<file path="src/rtl/wb_decompressor_pkg.sv">
// Shared definitions for the CW <-> Wishbone bridge pair (wb_decompressor and
// wb_compressor): bus widths, the bit layout of header word H0 and the FSM
// state encoding.
package wb_decompressor_pkg;

  localparam int WB_ADDR_W = 24;
  localparam int RW        = 16;

  // H0 header layout; bits [10:8] are reserved and ignored.
  localparam int H0_WE     = 15;
  localparam int H0_B8     = 14;
  localparam int H0_B4     = 13;
  localparam int H0_SEL_HI = 12;
  localparam int H0_SEL_LO = 11;
  localparam int H0_ADR_HI = 7;

  typedef enum logic [2:0] {
    IDLE = 3'd0,
    ADR  = 3'd1,
    WDAT = 3'd2,
    BUS  = 3'd3,
    RESP = 3'd4,
    REL  = 3'd5
  } state_e;

  // Beats still to run after the first one: 7 for burst8, 3 for burst4, 0 otherwise.
  function automatic logic [2:0] beats_left(input logic b8, input logic b4);
    if (b8)      return 3'd7;
    else if (b4) return 3'd3;
    else         return 3'd0;
  endfunction

endpackage

</file>
<file path="src/rtl/wb_decompressor.sv">
// wb_decompressor: CW bus responder that decodes a two-word header (H0/H1),
// optionally collects write data, and replays the access as a single, 4-beat
// or 8-beat Wishbone master transaction.
//
// Ports
//   i_clk, i_rst          clock (shared with the CW initiator), async active-high reset
//   cw_io_i / cw_io_o     CW data in / registered read data out
//   cw_io_oe              registered output enable (cw_dir and an active read)
//   cw_req, cw_dir        CW request, direction (1 = responder drives)
//   cw_ack, cw_err        one-cycle completion / error pulses
//   wb_*                  Wishbone master (cyc/stb/we/adr/sel/dat, ack/err in,
//                         burst-length flags out)
module wb_decompressor
  import wb_decompressor_pkg::*;
(
  input  logic                 i_clk,
  input  logic                 i_rst,
  input  logic [RW-1:0]        cw_io_i,
  output logic [RW-1:0]        cw_io_o,
  output logic                 cw_io_oe,
  input  logic                 cw_req,
  input  logic                 cw_dir,
  output logic                 cw_ack,
  output logic                 cw_err,
  output logic                 wb_cyc,
  output logic                 wb_stb,
  output logic                 wb_we,
  output logic [WB_ADDR_W-1:0] wb_adr,
  output logic [1:0]           wb_sel,
  output logic [RW-1:0]        wb_o_dat,
  input  logic [RW-1:0]        wb_i_dat,
  input  logic                 wb_ack,
  input  logic                 wb_err,
  output logic                 wb_4_burst,
  output logic                 wb_8_burst
);

  state_e               state_q, state_d;
  logic                 we_q, we_d;
  logic                 b4_q, b4_d;
  logic                 b8_q, b8_d;
  logic [1:0]           sel_q, sel_d;
  logic [WB_ADDR_W-1:0] adr_q, adr_d;
  logic [RW-1:0]        wdat_q, wdat_d;
  logic [RW-1:0]        rdat_q, rdat_d;
  logic [2:0]           cnt_q, cnt_d;
  logic                 cyc_q, cyc_d;
  logic                 stb_q, stb_d;
  logic                 ack_q, ack_d;
  logic                 err_q, err_d;
  logic                 oe_q, oe_d;

  always_comb begin
    state_d = state_q;
    we_d    = we_q;
    b4_d    = b4_q;
    b8_d    = b8_q;
    sel_d   = sel_q;
    adr_d   = adr_q;
    wdat_d  = wdat_q;
    rdat_d  = rdat_q;
    cnt_d   = cnt_q;
    cyc_d   = cyc_q;
    stb_d   = stb_q;
    ack_d   = 1'b0;
    err_d   = 1'b0;

    unique case (state_q)
      IDLE: begin
        cyc_d = 1'b0;
        stb_d = 1'b0;
        if (cw_req) begin
          we_d              = cw_io_i[H0_WE];
          b8_d              = cw_io_i[H0_B8];
          b4_d              = cw_io_i[H0_B4];
          sel_d             = cw_io_i[H0_SEL_HI:H0_SEL_LO];
          adr_d[23:16]      = cw_io_i[H0_ADR_HI:0];
          cnt_d             = beats_left(cw_io_i[H0_B8], cw_io_i[H0_B4]);
          state_d           = ADR;
        end
      end
      ADR: begin
        adr_d[15:0] = cw_io_i;
        if (b8_q && b4_q) begin
          // Contradictory burst request: reject without touching Wishbone.
          err_d   = 1'b1;
          state_d = REL;
        end else if (we_q) begin
          state_d = WDAT;
        end else begin
          cyc_d   = 1'b1;
          stb_d   = 1'b1;
          state_d = BUS;
        end
      end
      WDAT: begin
        wdat_d  = cw_io_i;
        cyc_d   = 1'b1;
        stb_d   = 1'b1;
        state_d = BUS;
      end
      BUS: begin
        // wb_err wins over a simultaneous wb_ack.
        if (wb_err) begin
          cyc_d   = 1'b0;
          stb_d   = 1'b0;
          err_d   = 1'b1;
          state_d = REL;
        end else if (wb_ack) begin
          stb_d = 1'b0;
          ack_d = 1'b1;
          if (!we_q) rdat_d = wb_i_dat;
          state_d = RESP;
        end
      end
      RESP: begin
        if (cnt_q == 3'd0) begin
          cyc_d   = 1'b0;
          state_d = REL;
        end else begin
          cnt_d = cnt_q - 3'd1;
          adr_d = adr_q + WB_ADDR_W'(1);
          if (we_q) begin
            state_d = WDAT;
          end else begin
            stb_d   = 1'b1;
            state_d = BUS;
          end
        end
      end
      REL: begin
        cyc_d = 1'b0;
        stb_d = 1'b0;
        // Wait for the initiator to release cw_req so a held request is
        // never mistaken for a fresh header.
        if (!cw_req) state_d = IDLE;
      end
      default: begin
        cyc_d   = 1'b0;
        stb_d   = 1'b0;
        state_d = IDLE;
      end
    endcase

    // Initiator withdrew mid-transaction: silent abort back to IDLE.
    if (!cw_req && state_q != IDLE && state_q != REL) begin
      state_d = IDLE;
      cyc_d   = 1'b0;
      stb_d   = 1'b0;
      ack_d   = 1'b0;
      err_d   = 1'b0;
      rdat_d  = rdat_q;
    end

    oe_d = cw_dir && !we_d && (state_d inside {ADR, WDAT, BUS, RESP});
  end

  always_ff @(posedge i_clk or posedge i_rst) begin
    if (i_rst) begin
      state_q <= IDLE;
      we_q    <= 1'b0;
      b4_q    <= 1'b0;
      b8_q    <= 1'b0;
      sel_q   <= '0;
      adr_q   <= '0;
      wdat_q  <= '0;
      rdat_q  <= '0;
      cnt_q   <= '0;
      cyc_q   <= 1'b0;
      stb_q   <= 1'b0;
      ack_q   <= 1'b0;
      err_q   <= 1'b0;
      oe_q    <= 1'b0;
    end else begin
      state_q <= state_d;
      we_q    <= we_d;
      b4_q    <= b4_d;
      b8_q    <= b8_d;
      sel_q   <= sel_d;
      adr_q   <= adr_d;
      wdat_q  <= wdat_d;
      rdat_q  <= rdat_d;
      cnt_q   <= cnt_d;
      cyc_q   <= cyc_d;
      stb_q   <= stb_d;
      ack_q   <= ack_d;
      err_q   <= err_d;
      oe_q    <= oe_d;
    end
  end

  assign cw_io_o    = rdat_q;
  assign cw_io_oe   = oe_q;
  assign cw_ack     = ack_q;
  assign cw_err     = err_q;
  assign wb_cyc     = cyc_q;
  assign wb_stb     = stb_q;
  assign wb_we      = we_q;
  assign wb_adr     = adr_q;
  assign wb_sel     = sel_q;
  assign wb_o_dat   = wdat_q;
  assign wb_4_burst = b4_q;
  assign wb_8_burst = b8_q;

endmodule

</file>
<file path="config.mk">
export PLATFORM = sky130hd
export DESIGN_NAME = wb_decompressor
export DESIGN_NICKNAME = d
export VERILOG_FILES = /design/src/rtl/wb_decompressor_pkg.sv /design/src/rtl/wb_decompressor.sv
export SDC_FILE = /design/constraint.sdc
export NUM_CORES = 1
export LEC_CHECK = 0
export CORE_MARGIN = 4
export CORE_UTILIZATION = 53
export CTS_BUF_LIST = sky130_fd_sc_hd__clkbuf_4
export CTS_CLUSTER_SIZE = 10
export DETAILED_ROUTE_END_ITERATION = 16
export PLACE_DENSITY = 0.85
export SLEW_MARGIN = 10
export SYNTH_ARGS = -nofsm -noshare
export SYNTH_HDL_FRONTEND = slang
export SYNTH_SLANG_ARGS = --single-unit
</file>
<file path="constraint.sdc">
create_clock -name i_clk -period 6.5 [get_ports i_clk]
set_clock_uncertainty 0.2 [all_clocks]
set_input_delay 1.3 -clock i_clk [delete_from_list [all_inputs] [get_ports i_clk]]
set_output_delay 1.3 -clock i_clk [all_outputs]
set_load 0.01 [all_outputs]
</file>
==> impl_metrics.env <==
export IMPL_reg2reg_depth=5
export IMPL_setup_viol=0
export IMPL_final_cells=532
export IMPL_hpwl_um=6650
export IMPL_setup_tns_final_ns=0
export IMPL_avgRoutedWirePerCell_um=17.6
export IMPL_avgSynthCellArea_um2=10.3
export IMPL_diodes=0
export IMPL_synth_edf_count=0
export IMPL_syn_nets=395
export IMPL_cp_startpoint="cw_req"
export IMPL_start_kind="input port"
export IMPL_worstSetupEndpoint="cw_io_oe"
export IMPL_peakVddDrop_mv=0.226
export IMPL_synthDistinctLibCells=50
export IMPL_portBuffers=103
export IMPL_async_flop_share_pct=100
export IMPL_io_pins=104
export IMPL_min_period_over_period_pct=47.0
export IMPL_cts_htree_levels=3
export IMPL_cts_root_buf="clkbuf_4"
export IMPL_numPlacedInstances=516
export IMPL_cts_sinks=72
export IMPL_power_density_nw_per_um2=486
export IMPL_first_pass_iters=5
export IMPL_leakage_nw=2.04
export IMPL_start_util_pct=56.1
export IMPL_fp_row_count=29
export IMPL_antenna_found_initial=0
export IMPL_dieHeight_um=90.9
export IMPL_cts_setup_buffers=0
export IMPL_status="complete, no violations"
export IMPL_ant_nets=0
export IMPL_chipWidth_um=90.9
export IMPL_drc=0
export IMPL_track_usage_pct=23.4
export IMPL_post_cts_resized=0
export IMPL_worst_setup_path_end_kind="flip-flop"
export IMPL_syn_cell_area_um2=3640
export IMPL_fmaxAchievable_mhz=327
export IMPL_nets=491
export IMPL_drt_iter0_drc=166
export IMPL_report_final_hold_viol_count=0
export IMPL_grt_setup_unrepaired="false"
export IMPL_routed_wl_um=9390
export IMPL_syn2layout_area_growth_pct=31.9
export IMPL_ys_seq_elements=72
export IMPL_vias=3120
export IMPL_cts_clk_slew_worst_paths_ns=0.13
export IMPL_worstSkewPairLatency_ns=0.41
export IMPL_postCtsHoldBufs=0
export IMPL_mostFrequentLayoutCells="103 x clkdlybuf4s50_1, 72 x dfrtp_1, 46 x nor2_1"
export IMPL_cts_tree="yes"
export IMPL_r2r_end="wb_adr[10]"
export IMPL_cap_violations=0
export IMPL_cts_made_buffers=9
export IMPL_min_period_ns=3.06
export IMPL_synth_main_ff_cell="dfrtp_1"
export IMPL_hp_class="flip-flop to flip-flop"
export IMPL_clockBufferDepth=2
export IMPL_syn_inst=354
export IMPL_grt_max_degree=73
export IMPL_design_die_area_um2=8270
export IMPL_via_per_inst=5.86
export IMPL_relSlewSlack_pct=29.3
export IMPL_synth_yosys_warnings=0
export IMPL_core_um2=6490
export IMPL_gp_congestion=0.819
export IMPL_crit_type="input port to flip-flop"
export IMPL_gr_total_overflow=0
export IMPL_critical_path_max_fanout=8
export IMPL_grt_pass1_vias=2995
export IMPL_mostFrequentLayoutCell="clkdlybuf4s50_1"
export IMPL_slew_violations=0
export IMPL_tightest_slew_ns=1.06
export IMPL_yosysSeqAreaShare_pct=49.4
export IMPL_grt_pass1_wl_um=15600
export IMPL_required_ns=6.61
export IMPL_cp_data_arrival_time_ns=3.16
export IMPL_r2r_start="state_q[0]"
export IMPL_drive_gt1_share_pct=12.3
export IMPL_r2r_slack_ns=3.82
-- synthesized netlist by cell type (2+ instances only) --
cell | instances | share of area (%)
buf_2 | 7 | 0.96
o21ai_0 | 12 | 1.6
nand2_1 | 22 | 2.3
a2bb2oi_1 | 7 | 1.7
nor3_2 | 2 | 0.55
nand3_1 | 8 | 1.1
and2_1 | 2 | 0.34
o22a_1 | 9 | 2.2
a31oi_1 | 11 | 1.9
o22ai_1 | 9 | 1.5
clkbuf_1 | 4 | 0.41
dfrtp_1 | 72 | 49
nor2b_1 | 3 | 0.51
ha_1 | 3 | 1.0
mux2_2 | 23 | 7.1
mux2_1 | 14 | 4.3
nand4_1 | 4 | 0.69
and3_1 | 7 | 1.2
nor2_1 | 46 | 4.7
a21oi_1 | 35 | 4.8
a21o_1 | 3 | 0.62
o21a_1 | 4 | 0.82
nand4_2 | 2 | 0.69
buf_6 | 3 | 0.93
buf_4 | 3 | 0.62
nor3_1 | 4 | 0.55
clkbuf_2 | 2 | 0.27
inv_1 | 8 | 0.82
nand2b_1 | 4 | 0.69
-- through the flow --
stage | hold slack, ns | cell area, µm² | setup slack (ns) | total power, mW | util (%)
after global routing | 0.324 | 4810 | 3.38 | 2.51 | 74.0
final | 0.301 | 4810 | 3.44 | 2.34 | 74.0
after CTS | 0.306 | 4810 | 3.45 | 2.35 | 74.0
after detailed placement | 0.275 | 4670 | 3.04 | 2.06 | 71.9
after floorplan | 0.275 | 3640 | 3.18 | 1.53 | -
after global placement | 0.267 | 4670 | 3.10 | 2.02 | 71.9
-- how the worst min path moves through the flow --
stage / depth (start not counted) / from / slack [ns] / to
finish: 1 / cw_io_o[8] / 0.30 / cw_io_o[8]
global route: 1 / cw_io_o[8] / 0.32 / cw_io_o[8]
CTS: 1 / cw_io_o[8] / 0.31 / cw_io_o[8]
detailed placement: 1 / wb_o_dat[5] / 0.28 / wb_o_dat[5]
global placement: 2 / wb_cyc / 0.27 / wb_cyc
floorplan: 1 / cnt_q[2] / 0.27 / cnt_q[2]
-- critical path, cell delays in order --
cell	delay, ns
clkdlybuf4s50_1	0.65
nor4b_4	0.47
mux2_2	0.43
a2111oi_4	0.32
-- per-layer routing --
layer	wire length, µm	vias up	track usage (%)
li1	-	1485	-
met1	4140	1480	32.7
met2	4440	143	36.9
met3	702	12	5.17
met4	108	0	6.78
met5	0	-	0
-- state kept, by name, summed over array words and instances (netlist names) --
register,cells
wb_adr,24
cw_io_o,16
wb_o_dat,16
cnt_q,3
state_q,3
wb_sel,2
cw_ack,1
cw_err,1
cw_io_oe,1
wb_4_burst,1
wb_8_burst,1
wb_cyc,1
wb_stb,1
wb_we,1
-- kinds of logic (layout without fill, tap and decap cells) --
logic type	after synthesis	after routing	share of synthesized area, %
simple gates	112	112	15.5
compound gates	100	100	18.1
flops	72	72	49.4
mux	38	38	11.7
buf+inv	29	130	4.22
fa+ha+maj	3	3	1.03
-- area by class of cell --
| type | count | area, µm² |
|---|---|---|
| multi-input combinational | 253 | 1690 |
| timing repair buffer | 105 | 1050 |
| sequential | 72 | 1800 |
| inverter | 9 | 33.8 |
| clock buffer | 9 | 67.6 |
| tap | 77 | 96.3 |
| fill | 474 | 1690 |
| clock inverter | 7 | 72.6 |
-- power breakdown --
part	internal [mW]	switching, mW	leakage, nW	total (mW)
Clock	0.117	0.166	0.0719	0.283
Combinational	0.641	0.560	1.10	1.20
Sequential	0.650	0.203	0.863	0.852
Total	1.41	0.928	2.04	2.34
(Power assumes the default switching activity.)
